[config.mk]
export PLATFORM = sky130hd
export DESIGN_NAME = spi_eeprom_responder
export DESIGN_NICKNAME = d
export VERILOG_FILES = /design/src/rtl/spi_eeprom_responder.sv
export SDC_FILE = /design/constraint.sdc
export NUM_CORES = 1
export LEC_CHECK = 0
export ABC_AREA = 1
export CORE_ASPECT_RATIO = 0.9
export CORE_UTILIZATION = 55
export CTS_CLUSTER_DIAMETER = 150
export DETAILED_ROUTE_END_ITERATION = 8
export HOLD_SLACK_MARGIN = 0.03
export MAX_ROUTING_LAYER = met4
export PLACE_DENSITY = 0.77
export SLEW_MARGIN = 5
export SYNTH_ARGS = -nofsm -noshare
export SYNTH_HDL_FRONTEND = slang
export SYNTH_SLANG_ARGS = --single-unit
[constraint.sdc]
create_clock -name clk -period 8.9 [get_ports clk]
set_clock_uncertainty 0.05 [all_clocks]
set_input_delay 1.78 -clock clk [delete_from_list [all_inputs] [get_ports clk]]
set_output_delay 1.78 -clock clk [all_outputs]
set_load 0.05 [all_outputs]
[src/rtl/spi_eeprom_responder.sv]
// spi_eeprom_responder
// SPI mode-0 responder that behaves like a small 25xx-style serial EEPROM with
// an 8-bit address. Supports READ, WRITE, WREN, WRDI and RDSR against an
// internal byte array. All SPI pins are asynchronous to clk and are
// synchronised before any edge detection.

module spi_eeprom_responder #(
    parameter int MEM_DEPTH   = 128,
    parameter int SYNC_STAGES = 2
) (
    input  logic clk,
    input  logic nreset,
    input  logic spi_cs_n,
    input  logic spi_sclk,
    input  logic spi_mosi,
    output logic spi_miso,
    output logic spi_miso_oe,
    output logic wel,
    output logic wr_strobe,
    output logic cmd_err
);

    localparam int AW = $clog2(MEM_DEPTH);

    localparam logic [7:0] OP_READ  = 8'h03;
    localparam logic [7:0] OP_WRITE = 8'h02;
    localparam logic [7:0] OP_WREN  = 8'h06;
    localparam logic [7:0] OP_WRDI  = 8'h04;
    localparam logic [7:0] OP_RDSR  = 8'h05;

    typedef enum logic [2:0] {
        ST_IDLE    = 3'd0,
        ST_CMD     = 3'd1,
        ST_ADDR    = 3'd2,
        ST_RD_DATA = 3'd3,
        ST_WR_DATA = 3'd4,
        ST_STATUS  = 3'd5,
        ST_DONE    = 3'd6,
        ST_IGNORE  = 3'd7
    } state_t;

    // Synchroniser chains and previous-value flops for edge detection
    logic [SYNC_STAGES-1:0] cs_sync_r;
    logic [SYNC_STAGES-1:0] sclk_sync_r;
    logic [SYNC_STAGES-1:0] mosi_sync_r;
    logic                   cs_prev_r;
    logic                   sclk_prev_r;

    logic cs_s, sclk_s, mosi_s;
    logic cs_rise_s, cs_fall_s, sclk_rise_s, sclk_fall_s;

    // FSM / datapath state and its next values
    state_t        state_r,      state_next_s;
    logic [2:0]    bit_cnt_r,    bit_cnt_next_s;
    logic [7:0]    shift_r,      shift_next_s;
    logic [7:0]    tx_r,         tx_next_s;
    logic [AW-1:0] addr_r,       addr_next_s;
    logic          is_read_r,    is_read_next_s;
    logic          committed_r,  committed_next_s;
    logic          done_wren_r,  done_wren_next_s;
    logic          extra_r,      extra_next_s;
    logic          miso_r,       miso_next_s;
    logic          oe_r,         oe_next_s;
    logic          wel_r,        wel_next_s;
    logic          wr_strobe_r,  wr_strobe_next_s;
    logic          cmd_err_r,    cmd_err_next_s;

    logic          mem_we_s;
    logic [7:0]    rx_byte_s;
    logic [7:0]    rd_byte_s;

    // Storage array; deliberately not reset so contents survive nreset
    logic [7:0]    mem_r [MEM_DEPTH];

    assign cs_s   = cs_sync_r[SYNC_STAGES-1];
    assign sclk_s = sclk_sync_r[SYNC_STAGES-1];
    assign mosi_s = mosi_sync_r[SYNC_STAGES-1];

    // sclk edges only count while chip select is low
    assign cs_fall_s   =  cs_prev_r & ~cs_s;
    assign cs_rise_s   = ~cs_prev_r &  cs_s;
    assign sclk_rise_s = ~sclk_prev_r &  sclk_s & ~cs_s;
    assign sclk_fall_s =  sclk_prev_r & ~sclk_s & ~cs_s;

    assign rx_byte_s = {shift_r[6:0], mosi_s};
    assign rd_byte_s = (state_r == ST_STATUS) ? {6'b000000, wel_r, 1'b0} : mem_r[addr_r];

    assign spi_miso    = miso_r;
    assign spi_miso_oe = oe_r;
    assign wel         = wel_r;
    assign wr_strobe   = wr_strobe_r;
    assign cmd_err     = cmd_err_r;

    // Bring the asynchronous SPI pins into the clk domain and keep last values
    always_ff @(posedge clk or negedge nreset) begin
        if (!nreset) begin
            cs_sync_r   <= {SYNC_STAGES{1'b1}};
            sclk_sync_r <= {SYNC_STAGES{1'b0}};
            mosi_sync_r <= {SYNC_STAGES{1'b0}};
            cs_prev_r   <= 1'b1;
            sclk_prev_r <= 1'b0;
        end else begin
            cs_sync_r   <= {cs_sync_r[SYNC_STAGES-2:0], spi_cs_n};
            sclk_sync_r <= {sclk_sync_r[SYNC_STAGES-2:0], spi_sclk};
            mosi_sync_r <= {mosi_sync_r[SYNC_STAGES-2:0], spi_mosi};
            cs_prev_r   <= cs_s;
            sclk_prev_r <= sclk_s;
        end
    end

    // Register FSM state, datapath and outputs
    always_ff @(posedge clk or negedge nreset) begin
        if (!nreset) begin
            state_r     <= ST_IDLE;
            bit_cnt_r   <= 3'd0;
            shift_r     <= 8'h00;
            tx_r        <= 8'h00;
            addr_r      <= '0;
            is_read_r   <= 1'b0;
            committed_r <= 1'b0;
            done_wren_r <= 1'b0;
            extra_r     <= 1'b0;
            miso_r      <= 1'b0;
            oe_r        <= 1'b0;
            wel_r       <= 1'b0;
            wr_strobe_r <= 1'b0;
            cmd_err_r   <= 1'b0;
        end else begin
            state_r     <= state_next_s;
            bit_cnt_r   <= bit_cnt_next_s;
            shift_r     <= shift_next_s;
            tx_r        <= tx_next_s;
            addr_r      <= addr_next_s;
            is_read_r   <= is_read_next_s;
            committed_r <= committed_next_s;
            done_wren_r <= done_wren_next_s;
            extra_r     <= extra_next_s;
            miso_r      <= miso_next_s;
            oe_r        <= oe_next_s;
            wel_r       <= wel_next_s;
            wr_strobe_r <= wr_strobe_next_s;
            cmd_err_r   <= cmd_err_next_s;
        end
    end

    // Commit a received data byte; the write enable is only raised by the FSM
    always_ff @(posedge clk) begin
        if (mem_we_s) begin
            mem_r[addr_r] <= rx_byte_s;
        end else begin
            mem_r[addr_r] <= mem_r[addr_r];
        end
    end

    // Next-state and output logic; cs_n rise outranks cs_n fall outranks sclk
    always_comb begin
        state_next_s     = state_r;
        bit_cnt_next_s   = bit_cnt_r;
        shift_next_s     = shift_r;
        tx_next_s        = tx_r;
        addr_next_s      = addr_r;
        is_read_next_s   = is_read_r;
        committed_next_s = committed_r;
        done_wren_next_s = done_wren_r;
        extra_next_s     = extra_r;
        miso_next_s      = miso_r;
        oe_next_s        = oe_r;
        wel_next_s       = wel_r;
        wr_strobe_next_s = 1'b0;
        cmd_err_next_s   = 1'b0;
        mem_we_s         = 1'b0;

        if (cs_rise_s) begin
            state_next_s   = ST_IDLE;
            bit_cnt_next_s = 3'd0;
            shift_next_s   = 8'h00;
            miso_next_s    = 1'b0;
            oe_next_s      = 1'b0;
            // WREN/WRDI take effect only for an exact 8-bit transaction
            if (state_r == ST_DONE && !extra_r) begin
                wel_next_s = done_wren_r;
            end else if (state_r == ST_WR_DATA && committed_r) begin
                wel_next_s = 1'b0;
            end else begin
                wel_next_s = wel_r;
            end
        end else if (cs_fall_s) begin
            state_next_s     = ST_CMD;
            bit_cnt_next_s   = 3'd0;
            shift_next_s     = 8'h00;
            miso_next_s      = 1'b0;
            oe_next_s        = 1'b0;
            committed_next_s = 1'b0;
            extra_next_s     = 1'b0;
        end else if (sclk_rise_s) begin
            case (state_r)
                ST_CMD: begin
                    shift_next_s = rx_byte_s;
                    if (bit_cnt_r == 3'd7) begin
                        bit_cnt_next_s = 3'd0;
                        case (rx_byte_s)
                            OP_READ: begin
                                is_read_next_s = 1'b1;
                                state_next_s   = ST_ADDR;
                            end
                            OP_WRITE: begin
                                is_read_next_s = 1'b0;
                                if (wel_r) begin
                                    state_next_s = ST_ADDR;
                                end else begin
                                    state_next_s   = ST_IGNORE;
                                    cmd_err_next_s = 1'b1;
                                end
                            end
                            OP_WREN: begin
                                done_wren_next_s = 1'b1;
                                state_next_s     = ST_DONE;
                            end
                            OP_WRDI: begin
                                done_wren_next_s = 1'b0;
                                state_next_s     = ST_DONE;
                            end
                            OP_RDSR: begin
                                state_next_s = ST_STATUS;
                            end
                            default: begin
                                state_next_s   = ST_IGNORE;
                                cmd_err_next_s = 1'b1;
                            end
                        endcase
                    end else begin
                        bit_cnt_next_s = bit_cnt_r + 3'd1;
                    end
                end
                ST_ADDR: begin
                    shift_next_s = rx_byte_s;
                    if (bit_cnt_r == 3'd7) begin
                        bit_cnt_next_s = 3'd0;
                        addr_next_s    = rx_byte_s[AW-1:0];
                        state_next_s   = is_read_r ? ST_RD_DATA : ST_WR_DATA;
                    end else begin
                        bit_cnt_next_s = bit_cnt_r + 3'd1;
                    end
                end
                ST_WR_DATA: begin
                    shift_next_s = rx_byte_s;
                    if (bit_cnt_r == 3'd7) begin
                        bit_cnt_next_s   = 3'd0;
                        mem_we_s         = 1'b1;
                        wr_strobe_next_s = 1'b1;
                        committed_next_s = 1'b1;
                        addr_next_s      = addr_r + AW'(1);
                    end else begin
                        bit_cnt_next_s = bit_cnt_r + 3'd1;
                    end
                end
                ST_DONE: begin
                    extra_next_s = 1'b1;
                end
                default: begin
                    state_next_s = state_r;
                end
            endcase
        end else if (sclk_fall_s) begin
            case (state_r)
                ST_RD_DATA, ST_STATUS: begin
                    oe_next_s = 1'b1;
                    if (bit_cnt_r == 3'd0) begin
                        miso_next_s    = rd_byte_s[7];
                        tx_next_s      = {rd_byte_s[6:0], 1'b0};
                        bit_cnt_next_s = 3'd1;
                    end else begin
                        miso_next_s    = tx_r[7];
                        tx_next_s      = {tx_r[6:0], 1'b0};
                        bit_cnt_next_s = bit_cnt_r + 3'd1;
                        // Last bit of a byte is now on the wire: advance address
                        if (bit_cnt_r == 3'd7 && state_r == ST_RD_DATA) begin
                            addr_next_s = addr_r + AW'(1);
                        end else begin
                            addr_next_s = addr_r;
                        end
                    end
                end
                default: begin
                    state_next_s = state_r;
                end
            endcase
        end else begin
            state_next_s = state_r;
        end
    end

endmodule

==> results.sh <==
export IMPL_cp_slowest_cell="dfrtp_2"
export IMPL_end_kind="register"
export IMPL_finalHoldViolations=0
export IMPL_synth_cell_types=47
export IMPL_worstPathArrival_ps=6690
export IMPL_syn_inst=3568
export IMPL_synth_nets=3579
export IMPL_multiInputGateArea_sq_um=9583
export IMPL_ys_seq_elements=1068
export IMPL_die_y_microns=266.3
export IMPL_internal_power_mw=8.615
export IMPL_post_dp_cell_area_sq_um=43850
export IMPL_viasPerCell=6.085
export IMPL_initial_core_util=0.5577
export IMPL_cts_tree="yes"
export IMPL_place_inst=4509
export IMPL_relSlewSlack=0.1522
export IMPL_yosysMostFrequentCell="nand2_1"
export IMPL_postCtsHoldBufs=0
export IMPL_slew_violations=0
export IMPL_routed_wl_microns=118700
export IMPL_root_buffer="clkbuf_16"
export IMPL_cts_resized=0
export IMPL_clk_pin_slew_ps=60
export IMPL_cts_made_buffers=101
export IMPL_clock_fmax_ghz=0.1568
export IMPL_drive_above_1_share=0.07004
export IMPL_grt_max_degree=98
export IMPL_ys_flop_type="edfxtp_1"
export IMPL_status="finished, final reports clean"
export IMPL_fin_cells=4685
export IMPL_die_area_sq_um=78710
export IMPL_fin_area_sq_um=46890
export IMPL_seqCellArea_sq_um=31860
export IMPL_synth_warning_count=0
export IMPL_num_fill_cells=5604
export IMPL_path_class="reg -> reg"
export IMPL_die_w_microns=295.6
export IMPL_ios=10
export IMPL_ant_nets=0
export IMPL_holdWs_ps=304.8
export IMPL_worstSkewPairLatency_ps=680
export IMPL_power_density_nw_per_um2=242.6
export IMPL_cts_setup_buffers=0
export IMPL_dp_slack_ps=2881
export IMPL_critical_path_cell_chain="buf_4 -> inv_4 -> buf_4 -> nor2_2 -> buf_4 -> nand2_2 -> buf_4 -> nor2_1 -> a21oi_1 -> nand3_1 -> o21ai_0 -> nand4_1 -> nor2_1 -> nand2_1 -> nand2_1 -> nand2_4 -> buf_4"
export IMPL_setup_viol=0
export IMPL_place_hpwl_microns=69250
export IMPL_rsz0062_at_grt="no"
export IMPL_hold_depth=0
export IMPL_cp_required_ps=9220
export IMPL_grt_pass1_wl_microns=173500
export IMPL_tightest_slew_ps=1270
export IMPL_core_area_sq_um=76510
export IMPL_synth_area_leader_cell="edfxtp_1"
export IMPL_worst_slack_ps=2524
export IMPL_finalSetupTns_ps=0
export IMPL_maxCapViolations=0
export IMPL_vias=28510
export IMPL_drt_pass1_iter_count=6
export IMPL_clkSinkCount=1068
export IMPL_swShare=0.2427
export IMPL_switchingPower_mw=2.761
export IMPL_worstRegToRegCells=17
export IMPL_gp_congestion=0.9441
export IMPL_drt_wirelength_per_cell_microns=25.33
export IMPL_cpMostUsedCell="buf_4"
export IMPL_grt_total_usage=0.3143
export IMPL_rrSetupSlack_ps=2520
export IMPL_portBuffers=9
export IMPL_gr_total_overflow=0
export IMPL_hold_path_class="reg -> reg"
export IMPL_syn_area_per_cell_sq_um=11.96
export IMPL_async_flop_share=0.04120
export IMPL_ys_top_cells_by_count="nand2_1 (1378), edfxtp_1 (1024), nor2_1 (285)"
export IMPL_grt_pass1_vias=26980
export IMPL_synth_area_sq_um=42670
export IMPL_drtIter0Drc=4451
export IMPL_yosys_area_top_type_share=0.7206
export IMPL_power_frac_seq=0.551
export IMPL_clkPwrFrac=0.357
export IMPL_p_leak_nw=16.93
export IMPL_rows=96
export IMPL_antenna_found_initial=2
export IMPL_htree_levels=3
export IMPL_post_route_period_util=0.7165
export IMPL_yosys_top_cells_area="edfxtp_1 (72%), nand2_1 (12%), nor2_1 (2.5%)"
export IMPL_nets=3594
export IMPL_p_comb_frac=0.091
export IMPL_synth_edf_count=1024
export IMPL_cp_start_kind="register"
export IMPL_drc=0
export IMPL_min_period_ps=6376
export IMPL_seq_area_frac_synth=0.7464
export IMPL_crit_fanout=97
export IMPL_cts_path_max_buffers=3
export IMPL_max_stage_delay_ps=730
export IMPL_area_growth_pct=9.884
export IMPL_ir_drop_mv=0.2346
==> stage by stage <==
step           power (mW)    util
6_report            11.38  0.6129
5_1_grt             11.64  0.6129
4_1_cts             11.34  0.6128
3_5_place_dp        7.390  0.5732
3_3_place_gp        7.355  0.5732
2_1_floorplan       7.000       -
==> layout by cell type, fill, tap and decap left out, types with 3 or more instances in the layout <==
cell type        netlist  final
o21a_1                 4      4
dfrtp_1               41     38
nand2_4                2      8
nor4_1                 3      3
clkinvlp_4             0      5
clkbuf_8               0      3
or2_2                 24     24
clkbuf_1              35     27
nand4_1              116    116
o31ai_1                3      3
nand3b_1               4      4
buf_4                  8     48
nor3_1                 8      8
nor2_4                 6     10
nor2_2                 5      4
edfxtp_1            1024   1024
clkinv_1               3     15
bufinv_16              0      4
clkinv_2               0     20
buf_12                 0      5
a21oi_1               66     66
nand3_1               87     87
o21ai_1               19     18
o211ai_1              14     14
nand2_1             1378   1372
nand2_2                3      3
a22oi_1               56     56
o21ai_0               89     88
ha_1                   6      6
clkbuf_16              0    103
clkdlybuf4s50_1        0      8
inv_1                143    143
o2bb2ai_1              3      3
nor2_1               285    282
dfstp_2                3      3
==> final cells by class <==
| type | instances | share of cell area |
|---|---|---|
| multi-input combinational | 2199 | 0.2044 |
| clock inverter | 42 | 0.006724 |
| tap | 1029 | 0.02746 |
| clock buffer | 133 | 0.05801 |
| inverter | 151 | 0.01233 |
| sequential | 1068 | 0.6794 |
| antenna | 1 | 0.00005336 |
| timing repair buffer | 62 | 0.01163 |
==> layer usage <==
layer / wire length, microns / share of wire / global-route usage
met1: 43280 / 0.36 / 0.4267
met2: 51060 / 0.43 / 0.4407
met3: 18060 / 0.15 / 0.09168
met4: 6263 / 0.053 / 0.1398
met5: 0 / 0 / -
==> flip-flops by register name (all words and copies together), names as in the netlist <==
| register | count |
|---|---|
| addr_r | 7 |
| bit_cnt_r | 3 |
| cmd_err | 1 |
| committed_r | 1 |
| cs_prev_r | 1 |
| cs_sync_r | 2 |
| done_wren_r | 1 |
| extra_r | 1 |
| is_read_r | 1 |
| mem_r | 1024 |
| mosi_sync_r | 2 |
| sclk_prev_r | 1 |
| sclk_sync_r | 2 |
| shift_r | 7 |
| spi_miso | 1 |
| spi_miso_oe | 1 |
| state_r | 3 |
| tx_r | 7 |
| wel | 1 |
| wr_strobe | 1 |
==> worst paths after layout <==
kind / from / end
hold / removal: cs_sync_r[0] / cs_sync_r[1]
min in group asynchronous: nreset / cmd_err
setup reg to reg: addr_r[1] / mem_r[10][2]
hold reg to reg: cs_sync_r[0] / cs_sync_r[1]
setup / recovery: addr_r[1] / mem_r[10][2]
max in group asynchronous: nreset / addr_r[0]
==> power by group through the flow <==
| stage | sequential, mW | clock [mW] | combinational, mW |
|---|---|---|---|
| after floorplan | 6.48 | 0 | 0.523 |
| after global placement | 6.37 | 0 | 0.981 |
| after detailed placement | 6.38 | 0 | 1.01 |
| after CTS | 6.27 | 4.05 | 1.02 |
| after global routing | 6.28 | 4.25 | 1.12 |
| final | 6.27 | 4.06 | 1.04 |
==> worst max-delay path: cells and delay by family, from the launching register on <==
family | cells | cell delay, ps
AO/OA/AOI/OAI | 2 | 860
buffers and inverters | 6 | 2590
flip-flops | 1 | 730
AND/OR/NAND/NOR | 9 | 1630
==> kinds of logic after synthesis <==
family / Yosys count / share of synthesized area
simple gates: 1927 / 0.1836
xor+xnor: 2 / 0.0004105
flops: 1068 / 0.7464
fa+ha+maj: 6 / 0.001759
compound gates: 263 / 0.03636
mux: 1 / 0.0002346
buf+inv: 301 / 0.03123
No activity file was read; power rests on OpenSTA's default activity.
